**src/rtl/imem_program_loader.sv**
```systemverilog
// Instruction-memory loader: packs a big-endian byte stream into 32-bit words,
// writes them to sequential addresses while holding the CPU, and flags the first undecodable word.
module imem_program_loader #(
    parameter int ADDR_WIDTH = 6
) (
    input  logic                  clk,
    input  logic                  reset,
    input  logic                  start,
    input  logic [ADDR_WIDTH:0]   word_count,
    input  logic                  byte_valid,
    input  logic [7:0]            byte_data,
    output logic                  byte_ready,
    output logic                  imem_we,
    output logic [ADDR_WIDTH-1:0] imem_addr,
    output logic [31:0]           imem_wdata,
    output logic                  cpu_hold,
    output logic                  busy,
    output logic                  done,
    output logic                  illegal,
    output logic [ADDR_WIDTH-1:0] illegal_addr
);

    typedef enum logic [1:0] {
        S_IDLE  = 2'd0,
        S_RECV  = 2'd1,
        S_WRITE = 2'd2,
        S_DONE  = 2'd3
    } state_t;

    localparam logic [ADDR_WIDTH:0] MAX_WORDS = {1'b1, {ADDR_WIDTH{1'b0}}};
    localparam logic [ADDR_WIDTH:0] ONE_W     = {{ADDR_WIDTH{1'b0}}, 1'b1};

    state_t                state_q, state_d;
    logic [31:0]           word_q, word_d;
    logic [1:0]            byte_cnt_q, byte_cnt_d;
    logic [ADDR_WIDTH-1:0] idx_q, idx_d;
    logic [ADDR_WIDTH:0]   target_q, target_d;
    logic                  illegal_q, illegal_d;
    logic [ADDR_WIDTH-1:0] illegal_addr_q, illegal_addr_d;

    logic                  handshake;
    logic [ADDR_WIDTH:0]   idx_next_w;

    // Decodable set of the control unit: R-type add/sub/and/or/slt, lw, sw, beq, addi, j.
    function automatic logic is_legal(input logic [31:0] w);
        logic ok;
        ok = 1'b0;
        case (w[31:26])
            6'b000000: begin
                case (w[5:0])
                    6'b100000, 6'b100010, 6'b100100,
                    6'b100101, 6'b101010: ok = 1'b1;
                    default:              ok = 1'b0;
                endcase
            end
            6'b100011, 6'b101011, 6'b000100,
            6'b001000, 6'b000010: ok = 1'b1;
            default:              ok = 1'b0;
        endcase
        return ok;
    endfunction

    always_ff @(posedge clk or posedge reset) begin
        if (reset) begin
            state_q        <= S_IDLE;
            word_q         <= '0;
            byte_cnt_q     <= '0;
            idx_q          <= '0;
            target_q       <= '0;
            illegal_q      <= 1'b0;
            illegal_addr_q <= '0;
        end else begin
            state_q        <= state_d;
            word_q         <= word_d;
            byte_cnt_q     <= byte_cnt_d;
            idx_q          <= idx_d;
            target_q       <= target_d;
            illegal_q      <= illegal_d;
            illegal_addr_q <= illegal_addr_d;
        end
    end

    assign handshake  = byte_valid & (state_q == S_RECV);
    assign idx_next_w = {1'b0, idx_q} + ONE_W;

    always_comb begin
        state_d        = state_q;
        word_d         = word_q;
        byte_cnt_d     = byte_cnt_q;
        idx_d          = idx_q;
        target_d       = target_q;
        illegal_d      = illegal_q;
        illegal_addr_d = illegal_addr_q;

        case (state_q)
            S_IDLE: begin
                if (start) begin
                    // Clamp keeps the word index from wrapping inside one session.
                    target_d       = (word_count > MAX_WORDS) ? MAX_WORDS : word_count;
                    idx_d          = '0;
                    byte_cnt_d     = '0;
                    illegal_d      = 1'b0;
                    illegal_addr_d = '0;
                    state_d        = (word_count == '0) ? S_DONE : S_RECV;
                end
            end
            S_RECV: begin
                if (handshake) begin
                    word_d     = {word_q[23:0], byte_data};
                    byte_cnt_d = byte_cnt_q + 2'd1;
                    if (byte_cnt_q == 2'd3) begin
                        state_d = S_WRITE;
                    end
                end
            end
            S_WRITE: begin
                idx_d   = idx_next_w[ADDR_WIDTH-1:0];
                state_d = (idx_next_w == target_q) ? S_DONE : S_RECV;
                if (!is_legal(word_q) && !illegal_q) begin
                    illegal_d      = 1'b1;
                    illegal_addr_d = idx_q;
                end
            end
            S_DONE: begin
                state_d = S_IDLE;
            end
            default: begin
                state_d = S_IDLE;
            end
        endcase
    end

    // Every output is a register or a decode of the state register.
    assign byte_ready   = (state_q == S_RECV);
    assign imem_we      = (state_q == S_WRITE);
    assign imem_addr    = idx_q;
    assign imem_wdata   = word_q;
    assign cpu_hold     = (state_q == S_RECV) || (state_q == S_WRITE);
    assign busy         = cpu_hold;
    assign done         = (state_q == S_DONE);
    assign illegal      = illegal_q;
    assign illegal_addr = illegal_addr_q;

endmodule

```
**config.mk**
```make
export PLATFORM = sky130hd
export DESIGN_NAME = imem_program_loader
export DESIGN_NICKNAME = d
export VERILOG_FILES = /design/src/rtl/imem_program_loader.sv
export SDC_FILE = /design/constraint.sdc
export NUM_CORES = 1
export LEC_CHECK = 0
export ABC_AREA = 1
export ABC_CLOCK_PERIOD_IN_PS = 3800
export CAP_MARGIN = 30
export CORE_UTILIZATION = 23
export DETAILED_ROUTE_END_ITERATION = 10
export SETUP_SLACK_MARGIN = 0.4
export SLEW_MARGIN = 20
export SYNTH_ARGS = -nofsm -noshare
export SYNTH_HDL_FRONTEND = slang
export SYNTH_SLANG_ARGS = --single-unit
```
**constraint.sdc**
```tcl
create_clock -name clk -period 3.8 [get_ports clk]
set_clock_uncertainty 0.1 [all_clocks]
set_input_delay 0.76 -clock clk [delete_from_list [all_inputs] [get_ports clk]]
set_output_delay 0.76 -clock clk [all_outputs]
set_load 0.1 [all_outputs]
```
==> flow_metrics.tcl <==
set metrics [dict create \
    crit_path_start "imem_addr[5]$_DFFE_PP0P_" \
    period_share_pct 73.8 \
    core_um2 11000 \
    die_y_um 109 \
    worstSetupPathType "reg -> out" \
    layout_commonest_cell "nand2_1" \
    mappedNetlistNets 349 \
    cts_root_buf "clkbuf_16" \
    postCtsSetupBuffers 0 \
    worstHoldPathCells 2 \
    setup_viol 0 \
    cts.sinks 56 \
    worst_slew_pin_slew_ns 1.03 \
    path_max_fanout 8 \
    synth_area_leaders "dfrtp_1 54%, nand2_1 15%, inv_1 6.7%, o21ai_0 6.7%, nand3_1 3.4%" \
    ioPinCount 69 \
    drt-total-wl_um 6490 \
    synth-seq-area-share_pct 53.5 \
    clkSlewWorstSetupHoldPaths_ns 0.07 \
    grt_pass1_wl_um 10800 \
    cts_tree "built" \
    critPathRequiredTime_ns 2.94 \
    grt-ovfl-total 0 \
    path_buf_inv 1 \
    initial_core_util_pct 23.8 \
    ant_nets 0 \
    drv_slew 0 \
    place_congestion 0.822 \
    ys_ff_latch 56 \
    core.rowCount 38 \
    synth-edff-count 0 \
    cp.depth 1 \
    clock.fmax_mhz 356 \
    syn-cell-area_um2 2620 \
    syn_to_final_growth_pct 37.5 \
    dieWidth_um 109 \
    async_reset_ff_share_pct 100 \
    clockBufferDepth 2 \
    antenna_found_initial 0 \
    cts_max_level 2 \
    cts_resized 0 \
    ctsHoldBuffers 0 \
    drtIter0Drc 126 \
    synth_top_area_cell "dfrtp_1" \
    critPathCapture "imem_addr[5]" \
    regToRegStartpoint "state_q[0]$_DFFE_PP0P_" \
    min_path_type "reg -> reg" \
    arrival_ns 1.95 \
    rsz0062_at_grt "false" \
    hold_violations 0 \
    final_cell_mix "108 x nand2_1, 63 x clkdlybuf4s50_1, 56 x dfrtp_1" \
    routed_via_density 4.23 \
    synth.top_cell.area_share_pct 53.5 \
    final.min_clock_period_ns 2.81 \
    crit_path_start_kind "flop" \
    rrSetupSlack_ns 1.80 \
    synthDistinctLibCells 25 \
    end_kind "primary output" \
    dieArea_um2 11800 \
    cp_slowest_cell "clkdlybuf4s50_1" \
    grt_max_degree 38 \
    path_cells "clkdlybuf4s50_1" \
    yosys_most_used_dff "dfrtp_1" \
    drc 0 \
    insertion_delay_ns 0.29 \
    vias 2262 \
    slowest_delay_ns 1.18 \
    wl_per_cell_um 12.1 \
    r2r_end "illegal_addr[3]$_DFFE_PP0P_" \
    slew_headroom_pct 31.3 \
    drive_gt1_share_pct 6.84 \
    drv_cap 0 \
    syn-instance-count 323 \
    tns_ns 0 \
    cpLargestDelayFamily "buffers and inverters" \
    dpl.hpwl_um 5080 \
    firstDrtPassIters 4 \
    synth_warnings 0 \
    portBuffers 68 \
    cts_inserted_buffers 5 \
    finish.net_count 420 \
    grt_pass1_vias 2271 \
    grt_use_total_pct 11.6 \
    status "complete, no violations" \
    reg2reg_depth 7 \
    avgSynthCellArea_um2 8.11 \
    diodes 0 \
]
registers in the layout, indices dropped and copies added (netlist names):
register      cells
imem_addr         6
target_q          7
imem_wdata       32
illegal           1
byte_cnt_q        2
state_q           2
illegal_addr      6
cell type report:
type,instances,area (um2)
fill,1144,7380
sequential,56,1400
multi-input combinational,212,1010
timing repair buffer,71,691
inverter,48,180
tap,140,175
clock buffer,5,125
clock inverter,3,22.5
cell families (layout without fill, tap and decap cells):
kind of cell / count (synthesis) / after routing / synth area share [%]
adders and majority gates: 7 / 7 / 3.34
and+or+nand+nor: 154 / 154 / 24.6
DFF: 56 / 56 / 53.5
buffers and inverters: 55 / 127 / 8.07
AOI/OAI and AO/OA: 50 / 50 / 10.1
xor gates and xnor gates: 1 / 1 / 0.335
worst min-delay path by stage:
stage / startpoint / to / slack [ns]
global placement: illegal_addr[3]$_DFFE_PP0P_ / illegal_addr[3]$_DFFE_PP0P_ / 0.36
floorplan: byte_cnt_q[0]$_DFFE_PP0P_ / byte_cnt_q[0]$_DFFE_PP0P_ / 0.35
CTS: illegal_addr[1]$_DFFE_PP0P_ / illegal_addr[1]$_DFFE_PP0P_ / 0.39
global route: byte_cnt_q[0]$_DFFE_PP0P_ / byte_cnt_q[0]$_DFFE_PP0P_ / 0.40
detailed placement: illegal_addr[1]$_DFFE_PP0P_ / illegal_addr[1]$_DFFE_PP0P_ / 0.37
finish: illegal_addr[1]$_DFFE_PP0P_ / illegal_addr[1]$_DFFE_PP0P_ / 0.38
cells in the mapped netlist (2+ instances only):
cell and count:
dfrtp_1 56, nand2_2 3, nor2_1 12, ha_1 7, or2_2 2, nand4_1 7
nand2_1 108, o21ai_0 35, nand3_1 18, inv_1 47, a21oi_1 6, clkbuf_1 4
o22ai_1 5, nor2_2 2
through the flow:
stage / setup WS [ns] / cells / util (%) / instance area (um2) / hold slack [ns]
after global placement: 1.33 / 527 / 31.4 / 3450 / 0.364
after global routing: 0.940 / 535 / 32.8 / 3600 / 0.398
after floorplan: 1.22 / 323 / - / 2620 / 0.351
after CTS: 1.01 / 535 / 32.8 / 3600 / 0.385
after detailed placement: 1.33 / 527 / 31.4 / 3450 / 0.368
final: 0.994 / 535 / 32.8 / 3600 / 0.376
routing by layer:
layer / track usage, % / share of wire, %
met1: 14.7 / 47
met5: 0 / 0
met2: 19.4 / 47
met4: 4.34 / 1.5
met3: 2.33 / 4.1
Power is left out: the tool's default activity adds up to more than one toggle a clock period on the data nets, which glitch-free logic cannot reach.
